$ cat src/rtl/vga_scan_if.sv
// Scan-controller bus: run request in, counters/qualifiers/syncs out.
// game_tick_o exists only when VGA_SCAN_GAME_TICK_EN is defined.
interface vga_scan_if #(
  parameter int CNT_W = 10
);
  logic             enable_i;
  logic [CNT_W-1:0] x_o;
  logic [CNT_W-1:0] y_o;
  logic             display_enable_o;
  logic             hsync_o;
  logic             vsync_o;
  logic             frame_start_o;
  logic             frame_end_o;
  logic             busy_o;
`ifdef VGA_SCAN_GAME_TICK_EN
  logic             game_tick_o;
`endif

  modport slave (
    input  enable_i,
    output x_o, y_o, display_enable_o, hsync_o, vsync_o,
           frame_start_o, frame_end_o, busy_o
`ifdef VGA_SCAN_GAME_TICK_EN
    , output game_tick_o
`endif
  );

  modport master (
    output enable_i,
    input  x_o, y_o, display_enable_o, hsync_o, vsync_o,
           frame_start_o, frame_end_o, busy_o
`ifdef VGA_SCAN_GAME_TICK_EN
    , input game_tick_o
`endif
  );
endinterface

$ cat src/rtl/vga_scan_ctrl.sv
// Pixel-clock scan controller: h/v counters, display qualifier, pipelined syncs, frame pulses.
// Optional frame-divided game tick enabled by defining VGA_SCAN_GAME_TICK_EN.
module vga_scan_ctrl #(
  parameter int H_ACTIVE = 640,
  parameter int H_FP     = 16,
  parameter int H_SYNC   = 96,
  parameter int H_BP     = 48,
  parameter int V_ACTIVE = 480,
  parameter int V_FP     = 10,
  parameter int V_SYNC   = 2,
  parameter int V_BP     = 33,
  parameter int CNT_W    = 10,
  parameter int PIPE_DLY = 2,
  parameter int SYNC_POL = 0
`ifdef VGA_SCAN_GAME_TICK_EN
  , parameter int TICK_DIV = 8
`endif
) (
  input  logic       clk_i,
  input  logic       rst_ni,
  vga_scan_if.slave  bus
);

  localparam int H_TOTAL = H_ACTIVE + H_FP + H_SYNC + H_BP;
  localparam int V_TOTAL = V_ACTIVE + V_FP + V_SYNC + V_BP;

  localparam logic [CNT_W-1:0] H_LAST = CNT_W'(H_TOTAL - 1);
  localparam logic [CNT_W-1:0] V_LAST = CNT_W'(V_TOTAL - 1);
  localparam logic [CNT_W-1:0] H_ACT  = CNT_W'(H_ACTIVE);
  localparam logic [CNT_W-1:0] V_ACT  = CNT_W'(V_ACTIVE);
  localparam logic [CNT_W-1:0] HS_BEG = CNT_W'(H_ACTIVE + H_FP);
  localparam logic [CNT_W-1:0] HS_END = CNT_W'(H_ACTIVE + H_FP + H_SYNC - 1);
  localparam logic [CNT_W-1:0] VS_BEG = CNT_W'(V_ACTIVE + V_FP);
  localparam logic [CNT_W-1:0] VS_END = CNT_W'(V_ACTIVE + V_FP + V_SYNC - 1);
  localparam logic             ACT    = (SYNC_POL != 0);

  typedef enum logic [1:0] {S_IDLE, S_RUN, S_STOP} state_e;

  state_e           state_q;
  logic [CNT_W-1:0] h_q, v_q;
  logic [CNT_W-1:0] h_d, v_d;
  logic             h_last, v_last, busy;
  logic             raw_hs, raw_vs;
  logic             frame_end;

  assign h_last = (h_q == H_LAST);
  assign v_last = (v_q == V_LAST);
  assign busy   = (state_q != S_IDLE);

  always_comb begin
    h_d = h_last ? '0 : h_q + CNT_W'(1);
    v_d = v_q;
    if (h_last) v_d = v_last ? '0 : v_q + CNT_W'(1);
  end

  // STOPPING keeps scanning until the frame completes, so a re-enable is seamless.
  always_ff @(posedge clk_i or negedge rst_ni) begin
    if (!rst_ni) begin
      state_q <= S_IDLE;
      h_q     <= '0;
      v_q     <= '0;
    end else begin
      case (state_q)
        S_IDLE: begin
          h_q <= '0;
          v_q <= '0;
          if (bus.enable_i) state_q <= S_RUN;
        end
        S_RUN: begin
          h_q <= h_d;
          v_q <= v_d;
          if (!bus.enable_i) state_q <= S_STOP;
        end
        S_STOP: begin
          h_q <= h_d;
          v_q <= v_d;
          if (bus.enable_i)         state_q <= S_RUN;
          else if (h_last && v_last) state_q <= S_IDLE;
        end
        default: begin
          state_q <= S_IDLE;
          h_q     <= '0;
          v_q     <= '0;
        end
      endcase
    end
  end

  assign frame_end = busy && h_last && v_last;

  assign bus.x_o              = h_q;
  assign bus.y_o              = v_q;
  assign bus.busy_o           = busy;
  assign bus.display_enable_o = busy && (h_q < H_ACT) && (v_q < V_ACT);
  assign bus.frame_start_o    = busy && (h_q == '0) && (v_q == '0);
  assign bus.frame_end_o      = frame_end;

  assign raw_hs = (busy && h_q >= HS_BEG && h_q <= HS_END) ? ACT : ~ACT;
  assign raw_vs = (busy && v_q >= VS_BEG && v_q <= VS_END) ? ACT : ~ACT;

  // Sync delay line matches gfx+drawer latency; it drains naturally after IDLE entry.
  generate
    if (PIPE_DLY == 0) begin : g_nodly
      assign bus.hsync_o = raw_hs;
      assign bus.vsync_o = raw_vs;
    end else begin : g_dly
      logic [PIPE_DLY-1:0] hs_pipe_q, vs_pipe_q;
      always_ff @(posedge clk_i or negedge rst_ni) begin
        if (!rst_ni) begin
          hs_pipe_q <= {PIPE_DLY{~ACT}};
          vs_pipe_q <= {PIPE_DLY{~ACT}};
        end else begin
          hs_pipe_q[0] <= raw_hs;
          vs_pipe_q[0] <= raw_vs;
          for (int i = 1; i < PIPE_DLY; i++) begin
            hs_pipe_q[i] <= hs_pipe_q[i-1];
            vs_pipe_q[i] <= vs_pipe_q[i-1];
          end
        end
      end
      assign bus.hsync_o = hs_pipe_q[PIPE_DLY-1];
      assign bus.vsync_o = vs_pipe_q[PIPE_DLY-1];
    end
  endgenerate

`ifdef VGA_SCAN_GAME_TICK_EN
  localparam int             TW       = (TICK_DIV > 1) ? $clog2(TICK_DIV) : 1;
  localparam logic [TW-1:0]  DIV_LAST = TW'(TICK_DIV - 1);

  logic [TW-1:0] div_q;

  always_ff @(posedge clk_i or negedge rst_ni) begin
    if (!rst_ni)                div_q <= '0;
    else if (state_q == S_IDLE) div_q <= '0;
    else if (frame_end)         div_q <= (div_q == DIV_LAST) ? '0 : div_q + TW'(1);
  end

  assign bus.game_tick_o = frame_end && (div_q == DIV_LAST);
`endif

endmodule

$ cat src/flat_wrapper.sv
// flat-port wrapper written by rule: the top's interface ports become plain ports
module vga_scan_ctrl_flat 
#(
  parameter int H_ACTIVE = 640,
  parameter int H_FP     = 16,
  parameter int H_SYNC   = 96,
  parameter int H_BP     = 48,
  parameter int V_ACTIVE = 480,
  parameter int V_FP     = 10,
  parameter int V_SYNC   = 2,
  parameter int V_BP     = 33,
  parameter int CNT_W    = 10,
  parameter int PIPE_DLY = 2,
  parameter int SYNC_POL = 0

)
  (clk_i, rst_ni, bus_enable_i, bus_x_o, bus_y_o, bus_display_enable_o, bus_hsync_o, bus_vsync_o, bus_frame_start_o, bus_frame_end_o, bus_busy_o);
  vga_scan_if #(.CNT_W(CNT_W)) bus_i ();
  input  logic clk_i;
  input  logic rst_ni;
  input wire logic [$bits(bus_i.enable_i)-1:0] bus_enable_i;
  output wire logic [$bits(bus_i.x_o)-1:0] bus_x_o;
  output wire logic [$bits(bus_i.y_o)-1:0] bus_y_o;
  output wire logic [$bits(bus_i.display_enable_o)-1:0] bus_display_enable_o;
  output wire logic [$bits(bus_i.hsync_o)-1:0] bus_hsync_o;
  output wire logic [$bits(bus_i.vsync_o)-1:0] bus_vsync_o;
  output wire logic [$bits(bus_i.frame_start_o)-1:0] bus_frame_start_o;
  output wire logic [$bits(bus_i.frame_end_o)-1:0] bus_frame_end_o;
  output wire logic [$bits(bus_i.busy_o)-1:0] bus_busy_o;
  assign bus_i.enable_i = bus_enable_i;
  assign bus_x_o = bus_i.x_o;
  assign bus_y_o = bus_i.y_o;
  assign bus_display_enable_o = bus_i.display_enable_o;
  assign bus_hsync_o = bus_i.hsync_o;
  assign bus_vsync_o = bus_i.vsync_o;
  assign bus_frame_start_o = bus_i.frame_start_o;
  assign bus_frame_end_o = bus_i.frame_end_o;
  assign bus_busy_o = bus_i.busy_o;
  vga_scan_ctrl #(.H_ACTIVE(H_ACTIVE), .H_FP(H_FP), .H_SYNC(H_SYNC), .H_BP(H_BP), .V_ACTIVE(V_ACTIVE), .V_FP(V_FP), .V_SYNC(V_SYNC), .V_BP(V_BP), .CNT_W(CNT_W), .PIPE_DLY(PIPE_DLY), .SYNC_POL(SYNC_POL)) u_core (.clk_i(clk_i), .rst_ni(rst_ni), .bus(bus_i));
endmodule
$ cat config.mk
export PLATFORM = sky130hd
export DESIGN_NAME = vga_scan_ctrl_flat
export DESIGN_NICKNAME = d
export VERILOG_FILES = /design/src/rtl/vga_scan_if.sv /design/src/rtl/vga_scan_ctrl.sv /design/src/flat_wrapper.sv
export SDC_FILE = /design/constraint.sdc
export NUM_CORES = 1
export LEC_CHECK = 0
export ABC_AREA = 1
export CORE_UTILIZATION = 30
export DETAILED_ROUTE_END_ITERATION = 10
export SETUP_SLACK_MARGIN = 0.02
export SYNTH_ARGS = -nofsm -noshare
export SYNTH_HDL_FRONTEND = slang
export SYNTH_SLANG_ARGS = --single-unit
$ cat constraint.sdc
create_clock -name clk_i -period 3.9 [get_ports clk_i]
set_input_delay 0.39 -clock clk_i [delete_from_list [all_inputs] [get_ports clk_i]]
set_output_delay 0.39 -clock clk_i [all_outputs]
set_load 0.02 [all_outputs]
# Word level (Yosys, flattened, before mapping)
# Index checks and enable logic that the tools add are counted.
[totals] register_bits=26 word_cells=50 input_bits=3
[classes] magnitude_cmp=6 reduce_logical=17 muxes=12 eq_ne=8 addsub=2
[ops] op="$mux 10" count=5
[ops] op="$add 10x1->10 const B" count=2
[ops] op="$eq 10x10->1 const B" count=2
[ops] op="$logic_not 10->1" count=2
[ops] op="$logic_and 1x1->1" count=11
[ops] op="$ge 10x10->1 const B" count=1
[ops] op="$ge 10x9->1 const B" count=1
[ops] op="$le 10x10->1 const B" count=1
[ops] op="$le 10x9->1 const B" count=1
[ops] op="$lt 10x10->1 const B" count=1
[ops] op="$lt 10x9->1 const B" count=1
[ops] op="$mux 2" count=4
[ops] op="$pmux 2 s3" count=1
[ops] op="$ne 2x2->1 const B" count=2
[ops] op="$ne 3x2->1 const B" count=1
[ops] op="$reduce_and 3->1" count=1
[ops] op="$eq 2x1->1 const B" count=1
[ops] op="$eq 2x2->1 const B" count=1
[ops] op="$logic_not 2->1" count=1
[ops] op="$mux 1" count=2
[ops] op="$ne 2x1->1 const B" count=1
[ops] op="$reduce_bool 2->1" count=1
[ops] op="$reduce_or 2->1" count=1

# Longest topological paths before layout
# Gate-level depths: netlist of the first run.
[depth] word_depth=5 ltp_mapped=11 mapped_depth_nobuf=11

# Least setup slack after synthesis of the first run
# No wires, ideal clock.
[synth_timing] kind="reg2out" startpoint="reg u_core.h_q[0], in the netlist u_core.bus.x_o[0]" endpoint="out bus_frame_end_o" path_buffers=0 arrival_ps=1538 stages_incl_launch_ff=8 setup_slack_ps=1972 path_cell_list="dfrtp_1 > ha_1 > nand2_2 > nor2_4 > nand2_4 > nor2_2 > nand2_2 > nor2_1"
[synth_between] elab_chain_cells=3
[synth_lines] element="start, declared" line="vga_scan_ctrl.sv:40" source="logic [CNT_W-1:0] h_q, v_q;"
[synth_lines] element="start signal, assigned" line="vga_scan_ctrl.sv:60" source="h_q <= '0;"
[synth_lines] element="start signal, assigned" line="vga_scan_ctrl.sv:65" source="h_q <= '0;"
[synth_lines] element="start signal, assigned" line="vga_scan_ctrl.sv:70" source="h_q <= h_d;"
[synth_lines] element="$eq 10x10->1" line="vga_scan_ctrl.sv:46" source="assign h_last = (h_q == H_LAST);"
[synth_lines] element="$logic_and 1x1->1 (2 in a row)" line="vga_scan_ctrl.sv:89" source="assign frame_end = busy && h_last && v_last;"
[synth_lines] element="end, declared" line="flat_wrapper.sv:28" source="output wire logic [$bits(bus_i.frame_end_o)-1:0] bus_frame_end_o;"
# No other way between the ends.

# Final worst setup path of the first run
[layout_timing] startpoint="reg u_core.v_q[0], in the netlist u_core.bus.y_o[0]" endpoint="out bus_frame_end_o"
[layout_between] elab_chain_cells=2
[layout_lines] element="start, declared" line="vga_scan_ctrl.sv:40"
[layout_lines] element="start signal, assigned" line="vga_scan_ctrl.sv:71" source="v_q <= v_d;"
[layout_lines] element="start signal, assigned" line="vga_scan_ctrl.sv:76" source="v_q <= v_d;"
[layout_lines] element="$eq 10x10->1" line="vga_scan_ctrl.sv:47" source="assign v_last = (v_q == V_LAST);"
[layout_lines] element="$logic_and 1x1->1" line="vga_scan_ctrl.sv:89"
# No other way between the ends.

==> results of run 1 <==
==> worst paths after layout <==
kind / slack (ns) / cells past startpoint / endpoint / startpoint
worst max-delay path: 1.27 / 9 / bus_frame_end_o / u_core.bus.y_o[0]$_DFFE_PN0P_
worst min-delay path: 0.36 / 0 / u_core.g_dly.hs_pipe_q[1]$_DFF_PN1_ / u_core.g_dly.hs_pipe_q[0]$_DFF_PN1_
worst max register to register: 2.04 / 6 / u_core.bus.y_o[3]$_DFFE_PN0P_ / u_core.state_q[0]$_DFFE_PN0P_
worst min register to register: 0.36 / 0 / u_core.g_dly.hs_pipe_q[1]$_DFF_PN1_ / u_core.g_dly.hs_pipe_q[0]$_DFF_PN1_
max in group asynchronous: 3.14 / 2 / u_core.g_dly.hs_pipe_q[0]$_DFF_PN1_ / rst_ni
min in group asynchronous: 0.47 / 2 / u_core.bus.y_o[4]$_DFFE_PN0P_ / rst_ni
==> state kept, by name, indices dropped and copies added (netlist names) <==
register / cells
u_core.state_q: 2
u_core.bus.y_o: 10
u_core.bus.x_o: 10
u_core.g_dly.vs_pipe_q: 2
u_core.g_dly.hs_pipe_q: 2
==> cell usage in the layout (no fill, tap or decap), types with 3 or more instances in the layout <==
| cell | n |
|---|---|
| a21oi_1 | 10 |
| clkbuf_8 | 4 |
| clkdlybuf4s50_1 | 28 |
| dfrtp_1 | 22 |
| dfstp_2 | 4 |
| ha_1 | 10 |
| inv_1 | 30 |
| nand2_1 | 37 |
| nand2_2 | 4 |
| nand3_1 | 13 |
| nand4_1 | 6 |
| nor2_1 | 29 |
| nor2_2 | 3 |
| nor3_1 | 10 |
| o21ai_0 | 8 |
| xor2_1 | 3 |
==> per-layer routing <==
layer | track usage [%] | vias to the layer above
met1 | 20.9 | 627
met4 | 2.94 | 0
met2 | 22.6 | 25
met3 | 3.48 | 2
met5 | 0 | -
li1 | - | 725
==> power breakdown <==
| part | switching, W | total [W] | internal, W |
|---|---|---|---|
| clock network | 0.0000880 | 0.000178 | 0.0000904 |
| logic | 0.000271 | 0.000416 | 0.000144 |
| registers | 0.0000229 | 0.000313 | 0.000290 |
==> through the flow <==
| stage | std cells | worst slack, ns | hold slack (ns) | utilization, % |
|---|---|---|---|---|
| after floorplan | 204 | 1.97 | 0.0944 | - |
| after global placement | 301 | 1.56 | 0.347 | 38.0 |
| after detailed placement | 301 | 1.56 | 0.347 | 38.0 |
| after CTS | 305 | 1.24 | 0.361 | 39.1 |
| after global routing | 305 | 0.977 | 0.362 | 39.1 |
| final | 305 | 1.27 | 0.358 | 39.1 |
==> layout make-up <==
cell class	instances	area share (%)
multi-input cells	145	39.8
well taps	70	4.38
flip-flops and latches	26	32.8
clock buffers	4	2.76
inverters	31	5.82
repair buffers	29	14.4
==> worst register-to-register path, delay by kind of cell, from the launching register on <==
kind,cells,cell delay (ns)
fa+ha+maj,1,0.49
flops,1,0.43
buf+inv,2,0.24
compound gates,1,0.17
simple gates,2,0.44
==> logic make-up (layout without fill, tap and decap cells) <==
group | after synthesis | after routing | synth area share [%]
flops | 26 | 26 | 41.4
xor+xnor | 3 | 3 | 1.66
simple gates | 108 | 108 | 31.5
buf+inv | 33 | 64 | 8.37
compound gates | 24 | 24 | 9.16
fa+ha+maj | 10 | 10 | 7.90
==> impl_results.md, run 1 <==
* Run status: finished clean
* Worst Tran Pin Value at 0.461 ns
* Slew Limit Headroom at between 60 and 70%
* Initial antenna violation count at 0
* Initial Util at 31.0%
* Crit path DAT at around 2.2 ns
* Clock skew at roughly 0.0021 ns
* Synthesis-stage register bit count at 26
* Initial drt markers at 86
* Setup crit end kind: primary output
* Cell with the most instances after synthesis: nand2_1
* Clock latency on the worst-skew pair at 0.27 ns
* Top-area cell type share of the netlist area at between 30% and 40%
* Met2 wire len at 1.68 mm
* Max VDD drop at 0.000517 V
* Sequential cell area at roughly 660 sq um
* Multi-input gate area at roughly 800 sq um
* Crit Path Max Fanout at 5
* Wirelength per Cell at 11.9 microns
* Placed cell area at 1940 sq um
* Total vias in the final route at 1379
* Cell variety after synth at 27
* Post-synth net total at 217
* Cell area power density at approximately 450 nW/um^2
* Largest net degree at the start of global routing at 27
* Max cap viols at 0
* Clk sinks at 26
* CP startpoint kind: register
* Post-synth top cells: nand2_1, inv_1, nor2_1
* Post-synth EDFFs at 0
* Post-synthesis sequential area ratio at a little over 40%
* Vias in the first global route at 1318
* Avg Vias per Cell at 4.52
* Core footprint at 5110 sq um
* Total global-route track usage at 14.6%
* Wl on met1 at 1.81 mm
* Ys flop type: dfrtp_1
* Hold Crit Class: register to register
* Max frequency at 381 MHz
* Fillers at 545
* Unrepaired setup endpoints after global routing: no
* Met3 wire length at ~120 microns
* Routed WL at between 3 and 4 mm
* Slowest CP cell: clkdlybuf4s50_1
* Area contributors post-synth: dfrtp_1, nand2_1, ha_1, inv_1, nor2_1
* Syn. warnings at 0
* Highest Signal Layer: met4
* Crit path max-delay family: buffers and inverters
* Final Instance Area at 2000 sq um
* Layout Nets at about 250
* Asr flop ratio synth at between 90% and 100%
* Final Hold Vio Count at 0
* Endpoints failing setup at 0
* Port buffer count at 28
* Syn Std Cell Area at about 1600 sq um
* Total CTS buffers at 3
* Syn_area_per_cell at 7.76 sq um
* H-tree level count at 1
* Post-cts sizing count at 0
* Tcrit/Tclk final at approximately two thirds
* Postcts setup bufs at 0
* Max-slew violations at 0
* Full die area at 5570 sq um
* Die W at 74.7 microns
* CTS Hold Bufs at 0
* Total power at 0.000906 W
* Tmin final at 2.63 ns
* CP max stage delay at 0.62 ns
* Synth area leader: dfrtp_1
* Die H at around 75 microns
* Placer Congestion at 0.825
* Global-route wire length before repair at 6.09 mm
* Fraction of layout cells with a size suffix above 1 at 9.79%
* Data required, critical path at 3.51 ns
* HPWL Detailed at 2.78 mm
* Worst Path Class, Setup: register to primary output
* DRC viols at 0
* Clock Tree Buf Depth at 2
* Synthesis-to-layout area growth at 26.1%
* Antenna Cells at 0
* Routed Antenna Nets at 0
* LEAKAGE at 0.860 nW
* CP Cell Sequence: inv_1 -> ha_1 -> inv_1 -> nor2_1 -> nand2_1 -> nor2_1 -> nand2_2 -> nor2_1 -> clkdlybuf4s50_1
* Clock transition at path regs at approximately 0.09 ns
* Bufs and invs on worst path at 3
* GR Overflow Total at 0
* FP Rows at 26
* Post-Syn Instances at 204
* Setup TNS Final at 0 ns
* Root buffer cell: clkbuf_8
* Ports at 29
* Drt pass-1 iters at 4
* CTS tree: done
* Crit path top cell by count: nor2_1
Power figures use the tool's default switching activity.
==> run 2: changes to the inputs <==
==> constraint.sdc (replaced) <==
create_clock -name clk_i -period 2.5 [get_ports clk_i]
set_input_delay 0.25 -clock clk_i [delete_from_list [all_inputs] [get_ports clk_i]]
set_output_delay 0.25 -clock clk_i [all_outputs]
set_load 0.02 [all_outputs]
==> run 2 against run 1 <==
Effect of this change:
- clock skew increased by 0.0018 ns
- routed wire length rose by 2.5%
- total power is 66% higher
- critical path type unchanged
- combinational power up 58%
- first-iteration DRC count rose by 27%
- core utilization grew 0.54 points
- highest routed layer unchanged
- register-to-register slack worse by 1.4 ns
- global-route usage rose by 0.57 points
- sequential power up 56%
- largest cell class unchanged
==> impl_results.md, run 2 (synthesis gave the netlist of run 1 again) <==
* Clk sinks at 26 (unchanged)
* Total global-route track usage at 15.2% (+0.57 points)
* Setup TNS Final at 0 ns (unchanged)
* CTS tree: done
* Die W at 74.7 microns (unchanged)
* Worst Path Class, Setup: register to primary output
* Global-route wire length before repair at 6.42 mm (+5.3%)
* Clock skew at 0.00393 ns (+0.00179 ns)
* Antenna Cells at 0 (unchanged)
* Core footprint at 5110 sq um (unchanged)
* Tmin final at 2.22 ns
* Initial antenna violation count at 0 (unchanged)
* Routed WL at 3.72 mm (+2.5%)
* Max VDD drop at 0.000550 V (+6.2%)
* Clock latency on the worst-skew pair at 0.27 ns (about the same)
* Placer Congestion at 0.855 (+3.7%)
* Initial Util at 31.0% (unchanged)
* FP Rows at 26 (unchanged)
* Full die area at 5570 sq um (unchanged)
* Commonest non-fill, non-tap cell in the layout: nand2_1
* Slew Limit Headroom at 69.2% (about the same)
* Die H at 74.7 microns (unchanged)
* Total CTS buffers at 3 (unchanged)
* Largest net degree at the start of global routing at 27 (unchanged)
* Worst Tran Pin Value at 0.460 ns (-0.00101 ns)
* Drt pass-1 iters at 4 (unchanged)
* Run status: finished clean
* Routed Antenna Nets at 0 (unchanged)
* Total vias in the final route at 1410 (+2.2%)
* Max cap viols at 0 (unchanged)
* Wirelength per Cell at 12.2 microns (+2.2%)
* LEAKAGE at 0.899 nW (+4.5%)
* Final Hold Vio Count at 0 (unchanged)
* Max-slew violations at 0 (unchanged)
* GR Overflow Total at 0 (unchanged)
* Ports at 29 (unchanged)
* Data required, critical path at 2.25 ns (-1.26 ns)
* Fraction of layout cells with a size suffix above 1 at 10.2% (+0.38 points)
* Crit Path Max Fanout at 5 (unchanged)
* Initial drt markers at 109 (+27%)
* Max frequency at around 450 MHz
* Endpoints failing setup at 0 (unchanged)
* Crit path DAT at 1.97 ns (-0.27 ns)
* CP startpoint kind: register
* R2R setup slack at 0.60 ns (-1.44 ns)
* HPWL Detailed at 2.84 mm (+2.1%)
* Tcrit/Tclk final at between 80 and 90%
* Unrepaired setup endpoints after global routing: no
* H-tree level count at 1 (unchanged)
* Layout Nets at 250 (+0.40%)
* Cell area power density at 741 nW/um^2 (+63%)
* Most frequent cells in the layout: nand2_1, inv_1, nor2_1
* Avg Vias per Cell at 4.61 (+1.9%)
* Port buffer count at 28 (unchanged)
* DRC viols at 0 (unchanged)
* Total power at 0.00150 W (+66%)
* Clock transition at path regs at 0.10 ns (about the same)
* Clock Tree Buf Depth at 2 (unchanged)
* Root buffer cell: clkbuf_8
* Synthesis-to-layout area growth at 27.9%
* Vias in the first global route at 1386 (+5.2%)
* Hold Crit Class: primary input to async pin
* Setup crit end kind: primary output
## run 2: cell count changes in the layout (fill, tap and decap cells not counted), sizes merged
| cell | before | now |
|---|---|---|
| clkbuf | 4 | 3 |
| bufinv | 0 | 1 |
| dlygate4sd2 | 0 | 1 |
| buf | 1 | 2 |
| dlymetal6s2s | 0 | 2 |
| clkdlybuf4s50 | 28 | 25 |
## run 2: final cells by class
cell class,instances,area (sq um)
Clock buffer,3,41.3
Clock inverter,1,30.0
Fill cell,543,3080
Inverter,31,116
Multi-Input combinational cell,145,796
Sequential cell,26,656
Tap cell,70,87.6
Timing Repair Buffer,30,299
## run 2: through the flow
step | hold WS (ns) | area, sq um | worst slack, ns | instances | util [%]
CTS | 0.353 | 2020 | 0.104 | 306 | 39.6
global route | 0.365 | 2030 | 0.0353 | 306 | 39.7
floorplan | -0.0456 | 1580 | 0.712 | 204 | -
finish | 0.342 | 2030 | 0.283 | 306 | 39.7
detailed placement | 0.347 | 1950 | 0.331 | 302 | 38.2
global placement | 0.347 | 1950 | 0.317 | 302 | 38.2
## run 2: path summary, 6_finish.rpt
kind,start,end,cells after the start
worst max-delay path,u_core.bus.x_o[0]$_DFF_PN0_,bus_frame_end_o,8
worst min-delay path,rst_ni,u_core.bus.y_o[2]$_DFFE_PN0P_,2
worst max register to register,u_core.state_q[0]$_DFFE_PN0P_,u_core.bus.y_o[3]$_DFFE_PN0P_,6
worst min register to register,u_core.g_dly.hs_pipe_q[0]$_DFF_PN1_,u_core.g_dly.hs_pipe_q[1]$_DFF_PN1_,0
max in group asynchronous,rst_ni,u_core.g_dly.vs_pipe_q[1]$_DFF_PN1_,2
min in group clk_i,u_core.g_dly.hs_pipe_q[0]$_DFF_PN1_,u_core.g_dly.hs_pipe_q[1]$_DFF_PN1_,0
## run 2: per-layer routing
metal  GRT usage, %  wire, microns  vias up
met4           5.66             43        0
met3           1.74            123        4
met1           21.0           1860      647
met2           24.4           1700       32
li1               -              -      727
met5              0              0        -
## run 2: what timing repair did
item / in CTS / in global routing
resized for setup: 1 / 2
setup buffers: 0 / 0
endpoints found under the setup margin: 1 / 2
pin swaps: 0 / 0
hold buffers: 0 / 0
## run 2: power by group
group          switching (W)  leakage [nW]  total [W]  internal, W
combinational       0.000426         0.518   0.000658     0.000233
sequential         0.0000356         0.345   0.000487     0.000452
clock               0.000141        0.0357   0.000355     0.000214
## run 2: worst max-delay path: stages (launching register included)
cell	delay, ns
dfrtp_1	0.42
ha_1	0.21
nand2_2	0.08
nor2_4	0.14
nand2_4	0.09
nor2_2	0.23
nand2_2	0.08
nor2_1	0.10
dlygate4sd2_1	0.35
==> run 3: changes to the inputs <==
--- a/config.mk
+++ b/config.mk
@@ -6,9 +6,11 @@
 export NUM_CORES = 1
 export LEC_CHECK = 0
 export ABC_AREA = 1
+export CAP_MARGIN = 20
 export CORE_UTILIZATION = 30
 export DETAILED_ROUTE_END_ITERATION = 10
 export SETUP_SLACK_MARGIN = 0.02
+export SKIP_LAST_GASP = 1
 export SYNTH_ARGS = -nofsm -noshare
 export SYNTH_HDL_FRONTEND = slang
 export SYNTH_SLANG_ARGS = --single-unit
==> results of run 3 <==
Same layout as run 2: the final DEF is identical, and so are final timing and power.
